## config.mk

```make
export PLATFORM = sky130hd
export DESIGN_NAME = alu_addsub_arbiter_flat
export DESIGN_NICKNAME = d
export VERILOG_FILES = /design/src/rtl/alu_addsub_arbiter_if.sv /design/src/rtl/alu_addsub_arbiter.sv /design/src/flat_wrapper.sv
export SDC_FILE = /design/constraint.sdc
export NUM_CORES = 1
export LEC_CHECK = 0
export BUFFER_PORTS_ARGS = -buffer_cell sky130_fd_sc_hd__buf_2
export CORE_AREA = 8 8 107 109
export DETAILED_ROUTE_END_ITERATION = 10
export DIE_AREA = 0 0 115 117
export MAX_ROUTING_LAYER = met4
export SYNTH_ARGS = -nofsm -noshare
export SYNTH_HDL_FRONTEND = slang
export SYNTH_SLANG_ARGS = --single-unit
```

## constraint.sdc

```tcl
create_clock -name soc_clk -period 4.08 [get_ports soc_clk]
set_input_delay 0.816 -clock soc_clk [delete_from_list [all_inputs] [get_ports soc_clk]]
set_output_delay 0.816 -clock soc_clk [all_outputs]
set_load 0.02 [all_outputs]
```

## src/rtl/alu_addsub_arbiter_if.sv

```systemverilog
// Request/response bundle for the AddSub arbiter: two requester channels and one
// tagged response channel. master = requesters/consumer side, slave = arbiter side.
interface alu_addsub_arbiter_if;
  logic        req0_valid;
  logic        req0_ready;
  logic [4:0]  req0_op;
  logic [31:0] req0_a;
  logic [31:0] req0_b;

  logic        req1_valid;
  logic        req1_ready;
  logic [4:0]  req1_op;
  logic [31:0] req1_a;
  logic [31:0] req1_b;

  logic        rsp_valid;
  logic        rsp_ready;
  logic        rsp_id;
  logic [31:0] rsp_result;
  logic        rsp_overflow;
  logic        rsp_zero;
  logic        rsp_err;

  modport master (
    output req0_valid, req0_op, req0_a, req0_b,
    input  req0_ready,
    output req1_valid, req1_op, req1_a, req1_b,
    input  req1_ready,
    input  rsp_valid, rsp_id, rsp_result, rsp_overflow, rsp_zero, rsp_err,
    output rsp_ready
  );

  modport slave (
    input  req0_valid, req0_op, req0_a, req0_b,
    output req0_ready,
    input  req1_valid, req1_op, req1_a, req1_b,
    output req1_ready,
    output rsp_valid, rsp_id, rsp_result, rsp_overflow, rsp_zero, rsp_err,
    input  rsp_ready
  );
endinterface

```

## src/rtl/alu_addsub_arbiter.sv

```systemverilog
// Round-robin arbiter/sequencer sharing one AddSub unit between two requesters.
// Sequence per op: IDLE (issue operands) -> EXEC (capture AddSub outputs) -> RESP.
module alu_addsub_arbiter #(
  parameter logic [4:0] ADD_OP = 5'd6,
  parameter logic [4:0] SUB_OP = 5'd7
) (
  input  logic                       soc_clk,
  input  logic                       reset,
  alu_addsub_arbiter_if.slave        bus,
  output logic                       busy,
  output logic                       as_dat_ready,
  output logic [31:0]                as_dat1,
  output logic [31:0]                as_dat2,
  output logic [4:0]                 as_instr,
  input  logic [31:0]                as_out,
  input  logic                       as_overflow,
  input  logic                       as_zero
);

  localparam logic [1:0] IDLE = 2'd0;
  localparam logic [1:0] EXEC = 2'd1;
  localparam logic [1:0] RESP = 2'd2;

  logic [1:0]  state;
  logic        last_grant;
  logic        op_id;
  logic        op_err;

  logic        rsp_valid_q;
  logic        rsp_id_q;
  logic [31:0] rsp_result_q;
  logic        rsp_overflow_q;
  logic        rsp_zero_q;
  logic        rsp_err_q;

  logic        grant_valid;
  logic        grant_id;
  logic [4:0]  grant_op;
  logic [31:0] grant_a;
  logic [31:0] grant_b;
  logic        grant_err;

  // On a tie the requester not served last wins; a lone requester always wins.
  always_comb begin
    grant_valid = (state == IDLE) && !reset && (bus.req0_valid || bus.req1_valid);
    if (bus.req0_valid && bus.req1_valid) begin
      grant_id = ~last_grant;
    end else begin
      grant_id = bus.req1_valid;
    end
    grant_op  = grant_id ? bus.req1_op : bus.req0_op;
    grant_a   = grant_id ? bus.req1_a  : bus.req0_a;
    grant_b   = grant_id ? bus.req1_b  : bus.req0_b;
    grant_err = (grant_op != ADD_OP) && (grant_op != SUB_OP);
  end

  assign bus.req0_ready = grant_valid && !grant_id;
  assign bus.req1_ready = grant_valid &&  grant_id;

  assign as_dat_ready = grant_valid;
  assign as_dat1      = grant_valid ? grant_a  : 32'd0;
  assign as_dat2      = grant_valid ? grant_b  : 32'd0;
  assign as_instr     = grant_valid ? grant_op : 5'd0;

  assign busy = (state != IDLE);

  // AddSub registers operands at the grant edge, so its outputs are sampled one
  // edge later in EXEC; id/err are held aside until then so rsp_* change together.
  always_ff @(posedge soc_clk) begin
    if (reset) begin
      state          <= IDLE;
      last_grant     <= 1'b1;
      op_id          <= 1'b0;
      op_err         <= 1'b0;
      rsp_valid_q    <= 1'b0;
      rsp_id_q       <= 1'b0;
      rsp_result_q   <= 32'd0;
      rsp_overflow_q <= 1'b0;
      rsp_zero_q     <= 1'b0;
      rsp_err_q      <= 1'b0;
    end else begin
      case (state)
        IDLE: begin
          if (grant_valid) begin
            op_id      <= grant_id;
            op_err     <= grant_err;
            last_grant <= grant_id;
            state      <= EXEC;
          end
        end
        EXEC: begin
          rsp_result_q   <= as_out;
          rsp_overflow_q <= as_overflow;
          rsp_zero_q     <= as_zero;
          rsp_id_q       <= op_id;
          rsp_err_q      <= op_err;
          rsp_valid_q    <= 1'b1;
          state          <= RESP;
        end
        RESP: begin
          if (bus.rsp_ready) begin
            rsp_valid_q <= 1'b0;
            rsp_err_q   <= 1'b0;
            state       <= IDLE;
          end
        end
        default: begin
          state <= IDLE;
        end
      endcase
    end
  end

  assign bus.rsp_valid    = rsp_valid_q;
  assign bus.rsp_id       = rsp_id_q;
  assign bus.rsp_result   = rsp_result_q;
  assign bus.rsp_overflow = rsp_overflow_q;
  assign bus.rsp_zero     = rsp_zero_q;
  assign bus.rsp_err      = rsp_err_q;

endmodule

```

## src/flat_wrapper.sv

```systemverilog
// flat-port wrapper written by rule: the top's interface ports become plain ports
module alu_addsub_arbiter_flat 
#(
  parameter logic [4:0] ADD_OP = 5'd6,
  parameter logic [4:0] SUB_OP = 5'd7
)
  (soc_clk, reset, busy, as_dat_ready, as_dat1, as_dat2, as_instr, as_out, as_overflow, as_zero, bus_req0_valid, bus_req0_op, bus_req0_a, bus_req0_b, bus_req0_ready, bus_req1_valid, bus_req1_op, bus_req1_a, bus_req1_b, bus_req1_ready, bus_rsp_valid, bus_rsp_id, bus_rsp_result, bus_rsp_overflow, bus_rsp_zero, bus_rsp_err, bus_rsp_ready);
  alu_addsub_arbiter_if bus_i ();
  input  logic soc_clk;
  input  logic reset;
  output logic busy;
  output logic as_dat_ready;
  output logic [31:0] as_dat1;
  output logic [31:0] as_dat2;
  output logic [4:0] as_instr;
  input  logic [31:0] as_out;
  input  logic as_overflow;
  input  logic as_zero;
  input wire logic [$bits(bus_i.req0_valid)-1:0] bus_req0_valid;
  input wire logic [$bits(bus_i.req0_op)-1:0] bus_req0_op;
  input wire logic [$bits(bus_i.req0_a)-1:0] bus_req0_a;
  input wire logic [$bits(bus_i.req0_b)-1:0] bus_req0_b;
  output wire logic [$bits(bus_i.req0_ready)-1:0] bus_req0_ready;
  input wire logic [$bits(bus_i.req1_valid)-1:0] bus_req1_valid;
  input wire logic [$bits(bus_i.req1_op)-1:0] bus_req1_op;
  input wire logic [$bits(bus_i.req1_a)-1:0] bus_req1_a;
  input wire logic [$bits(bus_i.req1_b)-1:0] bus_req1_b;
  output wire logic [$bits(bus_i.req1_ready)-1:0] bus_req1_ready;
  output wire logic [$bits(bus_i.rsp_valid)-1:0] bus_rsp_valid;
  output wire logic [$bits(bus_i.rsp_id)-1:0] bus_rsp_id;
  output wire logic [$bits(bus_i.rsp_result)-1:0] bus_rsp_result;
  output wire logic [$bits(bus_i.rsp_overflow)-1:0] bus_rsp_overflow;
  output wire logic [$bits(bus_i.rsp_zero)-1:0] bus_rsp_zero;
  output wire logic [$bits(bus_i.rsp_err)-1:0] bus_rsp_err;
  input wire logic [$bits(bus_i.rsp_ready)-1:0] bus_rsp_ready;
  assign bus_i.req0_valid = bus_req0_valid;
  assign bus_i.req0_op = bus_req0_op;
  assign bus_i.req0_a = bus_req0_a;
  assign bus_i.req0_b = bus_req0_b;
  assign bus_req0_ready = bus_i.req0_ready;
  assign bus_i.req1_valid = bus_req1_valid;
  assign bus_i.req1_op = bus_req1_op;
  assign bus_i.req1_a = bus_req1_a;
  assign bus_i.req1_b = bus_req1_b;
  assign bus_req1_ready = bus_i.req1_ready;
  assign bus_rsp_valid = bus_i.rsp_valid;
  assign bus_rsp_id = bus_i.rsp_id;
  assign bus_rsp_result = bus_i.rsp_result;
  assign bus_rsp_overflow = bus_i.rsp_overflow;
  assign bus_rsp_zero = bus_i.rsp_zero;
  assign bus_rsp_err = bus_i.rsp_err;
  assign bus_i.rsp_ready = bus_rsp_ready;
  alu_addsub_arbiter #(.ADD_OP(ADD_OP), .SUB_OP(SUB_OP)) u_core (.soc_clk(soc_clk), .reset(reset), .bus(bus_i), .busy(busy), .as_dat_ready(as_dat_ready), .as_dat1(as_dat1), .as_dat2(as_dat2), .as_instr(as_instr), .as_out(as_out), .as_overflow(as_overflow), .as_zero(as_zero));
endmodule
```

==> results of run 1 <==
-- worst min-delay path: cells and delay by family, from the launching register on --
kind / cells / cell delay (ns)
AOI/OAI and AO/OA: 1 / 0.05
and+or+nand+nor: 1 / 0.05
DFF: 1 / 0.31
-- cell type report --
type / count / share of cell area (%)
tap: 136 / 4.35
clock buffer: 7 / 1.95
sequential: 42 / 21.5
antenna: 7 / 0.447
multi-input combinational: 207 / 32.4
inverter: 5 / 0.479
clock inverter: 1 / 0.767
timing repair buffer: 291 / 38.2
-- flip-flops by register name (all words and copies together), names as in the netlist --
| register | count |
|---|---|
| u_core.bus.rsp_err | 1 |
| u_core.state | 2 |
| u_core.bus.rsp_result | 32 |
| u_core.bus.rsp_overflow | 1 |
| u_core.bus.rsp_valid | 1 |
| u_core.last_grant | 1 |
| u_core.bus.rsp_id | 1 |
| u_core.op_id | 1 |
| u_core.op_err | 1 |
| u_core.bus.rsp_zero | 1 |
-- path summary, 6_finish.rpt --
kind	startpoint	to	slack (ns)	cells past startpoint
setup / recovery	bus_req0_valid	as_dat1[30]	0.84	6
hold / removal	u_core.bus.rsp_result[25]	u_core.bus.rsp_result[25]	0.45	2
setup reg to reg	u_core.state[0]	u_core.bus.rsp_result[29]	2.10	4
hold reg to reg	u_core.bus.rsp_result[25]	u_core.bus.rsp_result[25]	0.45	2
-- stage by stage --
stage | setup WS, ns | cells | hold slack [ns] | util, % | power [mW]
2_1_floorplan | 1.48 | 281 | 0.432 | - | 0.717
3_3_place_gp | 0.871 | 681 | 0.439 | 38.3 | 0.906
3_5_place_dp | 0.857 | 681 | 0.444 | 38.3 | 0.908
4_1_cts | 0.865 | 689 | 0.456 | 39.3 | 1.23
5_1_grt | 0.754 | 696 | 0.477 | 39.5 | 1.28
6_report | 0.837 | 696 | 0.455 | 39.5 | 1.22
-- power breakdown --
| group | switching [mW] | internal (mW) |
|---|---|---|
| Clock | 0.140 | 0.183 |
| Sequential | 0.0188 | 0.439 |
| Combinational | 0.259 | 0.181 |
| Total | 0.418 | 0.803 |
-- cells in the mapped netlist --
cell        n
and2_1      1
mux2_2      1
inv_1       5
nor2_1      9
o211ai_1    1
buf_4       1
a21oi_1    37
clkbuf_1    4
nand2b_1    2
dfxtp_1    42
buf_2      13
mux2i_1     4
nand2_1    72
nand3b_1    1
a21boi_4    1
buf_6       9
nor2b_1     1
a22o_1     65
o21ai_1     1
and3_1      1
a2111oi_0   1
a22oi_1     1
o21ai_0     2
nor4bb_1    2
or3b_2      2
nor3_2      1
o311ai_0    1
-- logic make-up (layout without fill, tap and decap cells) --
group                  count (synthesis)  after routing  share of synthesized area (%)
flip-flops                            42             42                           36.4
buffers and inverters                 32            304                           8.99
multiplexers                           5              5                           2.22
AO/OA/AOI/OAI                        110            110                           35.5
AND/OR/NAND/NOR                       92             92                           16.9
other                                  0              7                              0
-- layout by cell type (no fill, tap or decap) --
cell and instances:
a2111oi_0 1, clkbuf_8 5, dfxtp_1 42, or3b_2 2, o311ai_0 1, a22oi_1 1, nor3_2 1, buf_2 286
diode_2 7, a21oi_1 37, and3_2 1, a22o_1 65, and2_2 1, nand2_1 72, nor4bb_1 2, a21boi_4 1
nand2b_1 2, buf_12 2, o21ai_1 1, inv_1 5, buf_4 3, mux2_2 1, nor2_1 9, bufinv_16 1
nand3b_1 1, o21ai_0 2, mux2i_1 4, o211ai_1 1, clkbuf_1 2, nor2b_2 1
-- metal layers --
layer  vias up  wire length [um]  track usage (%)
li1       1561                 -                -
met1      1441              5200             20.1
met2       172              6810             31.4
met3        17              1140             4.62
met4         0               248             7.27
met5         -                 0                -
==> out/summary.log, run 1 <==
qor: status.result_of_the_run finished, final reports clean
qor: setup_path.crit_path_max_fanout 41
qor: placement.io_buffer_count 286
qor: drt.vias 3191
qor: logic_synthesis.number_of_synthesized_register_bits 42
qor: clock_tree.tritoncts yes
qor: logic_synthesis.synth_largest_area_cell dfxtp_1
qor: job.drv.max_cap_violation_count 0
qor: logic_synthesis.post_synth_num_cell_types 27
qor: drt.drt_iter0_markers 256
qor: finish.fill_cells 1080
qor: floorplan.floorplan.die.height 117 um
qor: finish.finish.instance_area 3920 um^2
qor: logic_synthesis.synth_top_cell_area_share 36.4%
qor: logic_synthesis.netlist_area 2310 um^2
qor: floorplan.core_outline_area 9910 um^2
qor: floorplan.top_level_ports 287
qor: sta.finClkSkew 0.00329 ns
qor: setup_path.critical_path_buf_inv_count 3
qor: placement.dp.final_hpwl 11500 um
qor: logic_synthesis.ys.warnings.count 0
qor: drt.via_per_inst 4.58
qor: sta.final-hold-violation-count 0
qor: logic_synthesis.syn-mean-instance-area 8.22 um^2
qor: sta.timing.setup.tns 0 ns
qor: setup_path.cpMostUsedCell buf_2
qor: global_route.first_global_vias 3287
qor: floorplan.die_w 115 um
qor: drt.detailedRoute.firstPassIterationCount 4
qor: finish.drive_gt1_share 55.2%
qor: clock_tree.ctsResizeCount 0
qor: global_route.pin_count_of_the_biggest_net_entering_global_routing 42
qor: floorplan.initial_utilization 23.3%
qor: global_route.initial_antenna_violation_count 7
qor: clock_tree.clk_root_buffer_cell clkbuf_8
qor: logic_synthesis.synth_seq_area_share 36.4%
qor: clock_tree.cts.path.max_buffers 2
qor: sta.timing.max_slew.rel_slack 31.5%
qor: placement.place.gp.congestion 1.07
qor: drt.postRouteAntennaNets 0
qor: clock_tree.clk_pin_slew 0.08 ns
qor: setup_path.slowest_stage and2_2
qor: sta.period_share 79.5%
qor: sta.final-max-slew-violation-count 0
qor: setup_path.start_kind input pin
qor: power_and_ir_drop.irDropWorstVdd 0.229 mV
qor: global_route.globalRouteTotalUtil 18.3%
qor: finish.layout-area-overhead-vs-synth 69.4%
qor: sta.max_slew.worst_pin.slew 1.02 ns
qor: min_path.min_path_type flop to flop
qor: power_and_ir_drop.p_leak 2.16 nW
qor: sta.fin_crit 3.24 ns
qor: finish.sequential_cell_area_in_the_final_layout 841 um^2
qor: drt.post_drt_wl_per_cell 19.2 um
qor: sta.achievable-frequency 308 MHz
qor: finish.nets 729
qor: power_and_ir_drop.power-per-cell-area 312 nW/um^2
qor: sta.final-setup-viol-count 0
qor: clock_tree.holdBufCountCts 0
qor: global_route.grt-ovfl-total 0
qor: finish.multi_input_area 1270 um^2
qor: global_route.grt_pass1_wl 18300 um
qor: sta.grt_setup_unrepaired false
qor: setup_path.critical_path.max_stage_delay 0.54 ns
qor: floorplan.row_count 37
qor: clock_tree.cts_num_sinks 42
qor: logic_synthesis.syn_inst 281
qor: setup_path.timing.critical_path.cells buf_2 > a21boi_4 > and2_2 > buf_12 > a22o_1 > buf_2
qor: clock_tree.postCtsSetupRepairBufs 0
qor: clock_tree.numCtsBuffers 5
qor: logic_synthesis.synthTopCellsByArea dfxtp_1, a22o_1, nand2_1
qor: setup_path.critical_path.top_delay_family buffers and inverters
qor: drt.wl 13400 um
qor: clock_tree.htree_levels 2
qor: placement.postPlaceCellArea 3790 um^2
qor: setup_path.path_class input pin to primary output
qor: setup_path.cp.arrival 2.43 ns
qor: floorplan.die-area 13500 um^2
qor: clock_tree.clkLatencyLatePin 0.29 ns
qor: logic_synthesis.synth_nets 458
qor: setup_path.critical_path_required 3.26 ns
qor: setup_path.critPathCaptureType primary output
qor: drt.remaining_drc_errors 0
Power figures use the tool's default switching activity.
==> run 2: changes to the inputs <==
Settings changed: CORE_AREA 8 8 107 109 to 8 8 104 106, DIE_AREA 0 0 115 117 to 0 0 112 114, PLACE_DENSITY set to 0.68.
Clock period 4.08 ns to 2.75 ns, I/O delays scaled along.
==> run 2 against run 1 <==
  * Via count up 1.1%
  * Global-route usage up 0.43 points
  * Register-to-register slack worse by 0.71 ns
  * Critical endpoint is now as_dat2[8]
==> out/summary.log, run 2 (synthesis gave the netlist of run 1 again) <==
qor: min_path.min_path_type flop to flop [unchanged]
qor: clock_tree.cts_num_sinks 42 [unchanged]
qor: finish.layout-area-overhead-vs-synth 67.1% [was 69.4%]
qor: finish.fill_cells 935 [was 1080]
qor: global_route.first_global_vias 3314 [was 3287]
qor: sta.finClkSkew 0.00249 ns [was 0.00329 ns]
qor: power_and_ir_drop.power-per-cell-area 451 nW/um^2 [was 312 nW/um^2]
qor: finish.nets 729 [unchanged]
qor: setup_path.cp.arrival 1.99 ns [was 2.43 ns]
qor: clock_tree.tritoncts yes [unchanged]
qor: finish.multi_input_area 1270 um^2 [unchanged]
qor: drt.detailedRoute.firstPassIterationCount 4 [unchanged]
qor: setup_path.setup.worst_path.start u_core.state[1] [was bus_req0_valid]
qor: sta.period_share 92.4%
qor: placement.place.gp.congestion 1.02 [was 1.07]
qor: placement.dp_slack 0.198 ns [was 0.857 ns]
qor: drt.wl 12800 um [was 13400 um]
qor: setup_path.critical_path.max_stage_delay 0.41 ns [was 0.54 ns]
qor: global_route.globalRouteTotalUtil 18.8% [was 18.3%]
qor: finish.post-route-util 42.4% [was 39.5%]
qor: clock_tree.htree_levels 2 [unchanged]
qor: sta.post-route-worst-setup-slack 0.209 ns [was 0.837 ns]
qor: finish.layout.cells.most_common_list buf_2, nand2_1, a22o_1 [unchanged]
qor: sta.achievable-frequency 393 MHz
qor: floorplan.floorplan.die.height 114 um [was 117 um]
qor: clock_tree.clk_pin_slew 0.08 ns [about the same]
qor: finish.largest_register_ffs 32 [unchanged]
qor: drt.vias 3225 [was 3191]
qor: sta.max_slew.worst_pin.slew 0.479 ns [was 1.02 ns]
qor: finish.finish.instance_area 3860 um^2 [was 3920 um^2]
qor: floorplan.row_count 35 [was 37]
qor: drt.post_drt_wl_per_cell 19.2 um [about the same]
qor: setup_path.path_class flop to primary output [was input pin to primary output]
qor: drt.remaining_drc_errors 0 [unchanged]
qor: status.result_of_the_run finished, final reports clean [unchanged]
qor: setup_path.slowest_stage dfxtp_1 [was and2_2]
qor: global_route.pin_count_of_the_biggest_net_entering_global_routing 67 [was 42]
qor: floorplan.initial_utilization 25.4% [was 23.3%]
qor: placement.dp.final_hpwl 10900 um [was 11500 um]
qor: sta.final-hold-violation-count 0 [unchanged]
qor: setup_path.critPathCaptureType primary output [unchanged]
qor: power_and_ir_drop.power 1.74 mW [was 1.22 mW]
qor: clock_tree.cts.path.max_buffers 2 [unchanged]
qor: global_route.grt_pass1_wl 18500 um [was 18300 um]
qor: sta.timing.setup.tns 0 ns [unchanged]
qor: drt.postRouteAntennaNets 0 [unchanged]
qor: sta.timing.max_slew.rel_slack 67.9% [was 31.5%]
qor: sta.final-max-slew-violation-count 0 [unchanged]
qor: setup_path.start_kind flop [was input pin]
qor: clock_tree.holdBufCountCts 0 [unchanged]
qor: power_and_ir_drop.irDropWorstVdd 0.377 mV [was 0.229 mV]
qor: setup_path.critical_path_required 2.20 ns [was 3.26 ns]
qor: global_route.grt-ovfl-total 0 [unchanged]
qor: floorplan.die_w 112 um [was 115 um]
qor: finish.drive_gt1_share 55.5% [was 55.2%]
qor: drt.drt_iter0_markers 237 [was 256]
qor: sta.fin_crit 2.54 ns
qor: clock_tree.clkLatencyLatePin 0.29 ns [about the same]
qor: setup_path.r2r-start u_core.state[1] [was u_core.state[0]]
qor: setup_path.timing.critical_path.cells nor3_2 > and3_2 > buf_12 > a22o_1 > buf_2 [was buf_2 > a21boi_4 > and2_2 > buf_12 > a22o_1 > buf_2]
qor: clock_tree.numCtsBuffers 5 [unchanged]
qor: clock_tree.clk_root_buffer_cell clkbuf_8 [unchanged]
qor: power_and_ir_drop.p_leak 2.15 nW [was 2.16 nW]
qor: global_route.initial_antenna_violation_count 5 [was 7]
qor: sta.grt_setup_unrepaired false [unchanged]
qor: placement.io_buffer_count 286 [unchanged]
qor: min_path.min-delay-start u_core.bus.rsp_result[31] [was u_core.bus.rsp_result[25]]
qor: clock_tree.postCtsSetupRepairBufs 0 [unchanged]
qor: finish.sequential_cell_area_in_the_final_layout 841 um^2 [unchanged]
qor: job.drv.max_cap_violation_count 0 [unchanged]
qor: clock_tree.ctsResizeCount 0 [unchanged]
qor: placement.postPlaceCellArea 3760 um^2 [was 3790 um^2]
qor: drt.via_per_inst 4.84 [was 4.58]
qor: sta.final-setup-viol-count 0 [unchanged]
qor: floorplan.top_level_ports 287 [unchanged]
qor: floorplan.die-area 12800 um^2 [was 13500 um^2]
qor: finish.most_common_cell_after_layout_fill_and_taps_aside buf_2 [unchanged]
qor: floorplan.core_outline_area 9110 um^2 [was 9910 um^2]
qor: setup_path.crit_path_max_fanout 66 [was 41]
==> run 2: cell type report <==
cell class / instances / share of cell area, %
Sequential cell: 42 / 21.8
Inverter: 5 / 0.486
Timing Repair Buffer: 291 / 38.7
Antenna cell: 3 / 0.194
Tap cell: 111 / 3.60
Clock inverter: 2 / 0.324
Clock buffer: 6 / 2.14
Multi-Input combinational cell: 207 / 32.8
==> run 2: through the flow <==
stage	hold slack (ns)	cells
2_1_floorplan	0.432	281
3_3_place_gp	0.439	656
3_5_place_dp	0.447	656
4_1_cts	0.459	664
5_1_grt	0.476	667
6_report	0.455	667
==> run 2: worst max-delay path, delay by kind of cell (launching register included) <==
| kind | cells | cell delay (ns) |
|---|---|---|
| AO/OA/AOI/OAI | 1 | 0.30 |
| flip-flops | 1 | 0.41 |
| AND/OR/NAND/NOR | 2 | 0.49 |
| buffers and inverters | 2 | 0.48 |
==> run 2: metal layers <==
layer,global-route usage (%),vias to the layer above,part of all wire [%]
li1,-,1556,-
met1,20.6,1453,40
met2,31.6,194,50
met3,5.65,22,8.3
met4,7.10,0,2.1
met5,-,-,0
==> run 2: report_power, final <==
| group | leakage, nW | total, mW | internal [mW] | switching (mW) |
|---|---|---|---|---|
| Combinational | 1.76 | 0.651 | 0.268 | 0.383 |
| Sequential | 0.344 | 0.678 | 0.651 | 0.0265 |
| Clock | 0.0472 | 0.412 | 0.202 | 0.210 |
==> run 2: final timing paths <==
check	endpoint	slack [ns]	depth (start not counted)
max	as_dat2[8]	0.21	5
min	u_core.bus.rsp_result[31]	0.46	2
max reg2reg	u_core.bus.rsp_result[10]	1.39	4
min reg2reg	u_core.bus.rsp_result[31]	0.46	2
==> run 3: changes to the inputs <==
Settings changed: SETUP_SLACK_MARGIN set to 0.4.
==> run 3 against run 2 <==
  * Design area up 5.4%
  * Critical path depth increased by 2
  * Die area stayed put
  * Non-clock buffer count grew 7
  * Largest power group is now combinational logic
  * Hold slack about the same
  * Sequential share of layout area down 1.0 points
  * Sequential power hardly changed
  * Critical path type is now input pin to primary output
  * Highest routed layer unchanged
  * Clock power barely moved
  * Worst setup slack better by 0.21 ns
  * Power grew 3.2%
==> out/summary.log, run 3 (synthesis gave the netlist of run 1 again) <==
qor: floorplan.core_outline_area 9110 um^2 [unchanged]
qor: drt.wl 13500 um [was 12800 um]
qor: status.result_of_the_run finished, final reports clean [unchanged]
qor: setup_path.path_class input pin to primary output [was flop to primary output]
qor: setup_path.critical_path_required 2.20 ns [about the same]
qor: sta.finClkSkew 0.00248 ns [was 0.00249 ns]
qor: setup_path.critical_path.reg2reg.endpoint u_core.op_err [was u_core.bus.rsp_result[10]]
qor: sta.achievable-frequency 429 MHz [was 393 MHz]
qor: global_route.groute.layer.met3.usage 5.12% [was 5.65%]
qor: global_route.grt.met2_usage 35.1% [was 31.6%]
qor: setup_path.worst-r2r-cell-count 4 [unchanged]
qor: min_path.min_to u_core.bus.rsp_result[31] [unchanged]
qor: drt.post_drt_wl_per_cell 20.1 um [was 19.2 um]
qor: setup_path.start_kind input pin [was flop]
qor: global_route.first_global_vias 3445 [was 3314]
qor: clock_tree.numCtsBuffers 5 [unchanged]
qor: sta.final-setup-viol-count 0 [unchanged]
qor: sta.max_slew.worst_pin.slew 0.462 ns [was 0.479 ns]
qor: global_route.initial_antenna_violation_count 6 [was 5]
qor: setup_path.setup.worst_path.start reset [was u_core.state[1]]
qor: sta.timing.max_slew.rel_slack 69.0% [was 67.9%]
qor: finish.most_common_cell_after_layout_fill_and_taps_aside buf_2 [unchanged]
qor: floorplan.top_level_ports 287 [unchanged]
qor: floorplan.die-area 12800 um^2 [unchanged]
qor: setup_path.critPathCaptureType primary output [unchanged]
qor: sta.timing.setup.tns 0 ns [unchanged]
qor: global_route.globalRouteTotalUtil 19.7% [was 18.8%]
qor: drt.detailedRoute.firstPassIterationCount 4 [unchanged]
qor: setup_path.cp.arrival 1.78 ns [was 1.99 ns]
qor: clock_tree.clkLatencyLatePin 0.29 ns [about the same]
qor: clock_tree.cts_num_sinks 42 [unchanged]
qor: setup_path.worst-r2r-setup-slack 1.47 ns [was 1.39 ns]
qor: finish.largest_register_ffs 32 [unchanged]
qor: drt.postRouteAntennaNets 0 [unchanged]
qor: min_path.min-delay-start u_core.bus.rsp_result[31] [unchanged]
qor: drt.via_per_inst 4.95 [was 4.84]
qor: floorplan.floorplan.die.height 114 um [unchanged]
qor: sta.period_share 84.7% [was 92.4%]
qor: global_route.busiest_layer met2 [unchanged]
qor: drt.vias 3333 [was 3225]
qor: finish.drive_gt1_share 57.0% [was 55.5%]
qor: floorplan.die_w 112 um [unchanged]
qor: drt.remaining_drc_errors 0 [unchanged]
qor: drt.drt_iter0_markers 247 [was 237]
qor: finish.nets 736 [was 729]
qor: setup_path.crit_path_max_fanout 16 [was 66]
qor: finish.layout.cells.most_common_list buf_2, nand2_1, a22o_1 [unchanged]
qor: sta.fin_crit 2.33 ns [was 2.54 ns]
qor: power_and_ir_drop.p_leak 2.23 nW [was 2.15 nW]
qor: clock_tree.cts.path.max_buffers 2 [unchanged]
qor: clock_tree.tritoncts yes [unchanged]
qor: placement.dp.final_hpwl 10900 um [unchanged]
qor: min_path.worst_hold_path.num_cells 2 [unchanged]
qor: finish.layout-area-overhead-vs-synth 76.2% [was 67.1%]
qor: floorplan.row_count 35 [unchanged]
qor: min_path.min_path_type flop to flop [unchanged]
qor: power_and_ir_drop.irDropWorstVdd 0.377 mV [about the same]
qor: clock_tree.clk_root_buffer_cell clkbuf_8 [unchanged]
qor: clock_tree.htree_levels 2 [unchanged]
qor: placement.place.gp.congestion 1.02 [unchanged]
qor: finish.post-route-util 44.7% [was 42.4%]
qor: placement.io_buffer_count 286 [unchanged]
qor: job.drv.max_cap_violation_count 0 [unchanged]
qor: setup_path.r2r-start u_core.last_grant [was u_core.state[1]]
qor: sta.grt_setup_unrepaired true [was false]
qor: sta.final-max-slew-violation-count 0 [unchanged]
qor: floorplan.initial_utilization 25.4% [unchanged]
qor: clock_tree.clk_pin_slew 0.08 ns [about the same]
qor: global_route.grt_util_met1 21.1% [was 20.6%]
qor: power_and_ir_drop.power-per-cell-area 441 nW/um^2 [was 451 nW/um^2]
qor: global_route.grt-ovfl-total 0 [unchanged]
qor: global_route.pin_count_of_the_biggest_net_entering_global_routing 41 [was 67]
qor: sta.final-hold-violation-count 0 [unchanged]
qor: global_route.grt_pass1_wl 19400 um [was 18500 um]
run 3: changes by cell type in the layout (fill, tap and decap cells not counted), sizes merged:
cell / delta
buf: +6
clkbuf: +1
run 3: cell type report:
class	count	area (um^2)
fillers	924	5040
well taps	111	139
inverters	5	18.8
multi-input cells	207	1290
clock inverters	2	12.5
diodes	3	7.51
clock buffers	6	82.6
repair buffers	298	1680
flip-flops and latches	42	846
run 3: routing by layer:
layer  vias to the layer above  share of wire, %
li1                       1575                 -
met3                        22               8.2
met2                       218                51
met1                      1518                39
met4                         0               1.9
met5                         -                 0
run 3: where the power goes:
part           internal (mW)  switching [mW]
Combinational          0.306           0.399
Sequential             0.652          0.0275
Clock                  0.202           0.210
Total                   1.16           0.636
run 3: critical path: stages:
cell and delay (ns):
buf_2 0.12, nor3_4 0.22, and3_4 0.30, buf_12 0.13, clkbuf_16 0.16, a22o_1 0.13, buf_2 0.16
run 3: timing repair:
action / CTS / global route
hold buffers: 0 / 0
endpoints found under the setup margin: 65 / 49
pin swaps: 3 / 2
cloned: 4 / 1
resized for setup: 8 / 13
buffers inserted: 1 / 1
run 3: per-stage QoR:
stage	hold WS [ns]	cells	cell area [um^2]	setup WS (ns)	power, mW
floorplan	0.432	281	2310	0.685	1.06
global placement	0.439	656	3760	0.242	1.34
detailed placement	0.447	656	3760	0.198	1.35
CTS	0.459	669	4010	0.370	1.80
global route	0.476	674	4070	0.339	1.89
finish	0.455	674	4070	0.422	1.80
run 3: worst max path at each step:
stage               slack (ns)          end
CTS                       0.37  as_dat1[27]
global route              0.34   as_dat2[0]
floorplan                 0.68  as_dat1[22]
detailed placement        0.20   as_dat2[8]
finish                    0.42  as_dat1[20]
global placement          0.24   as_dat2[3]
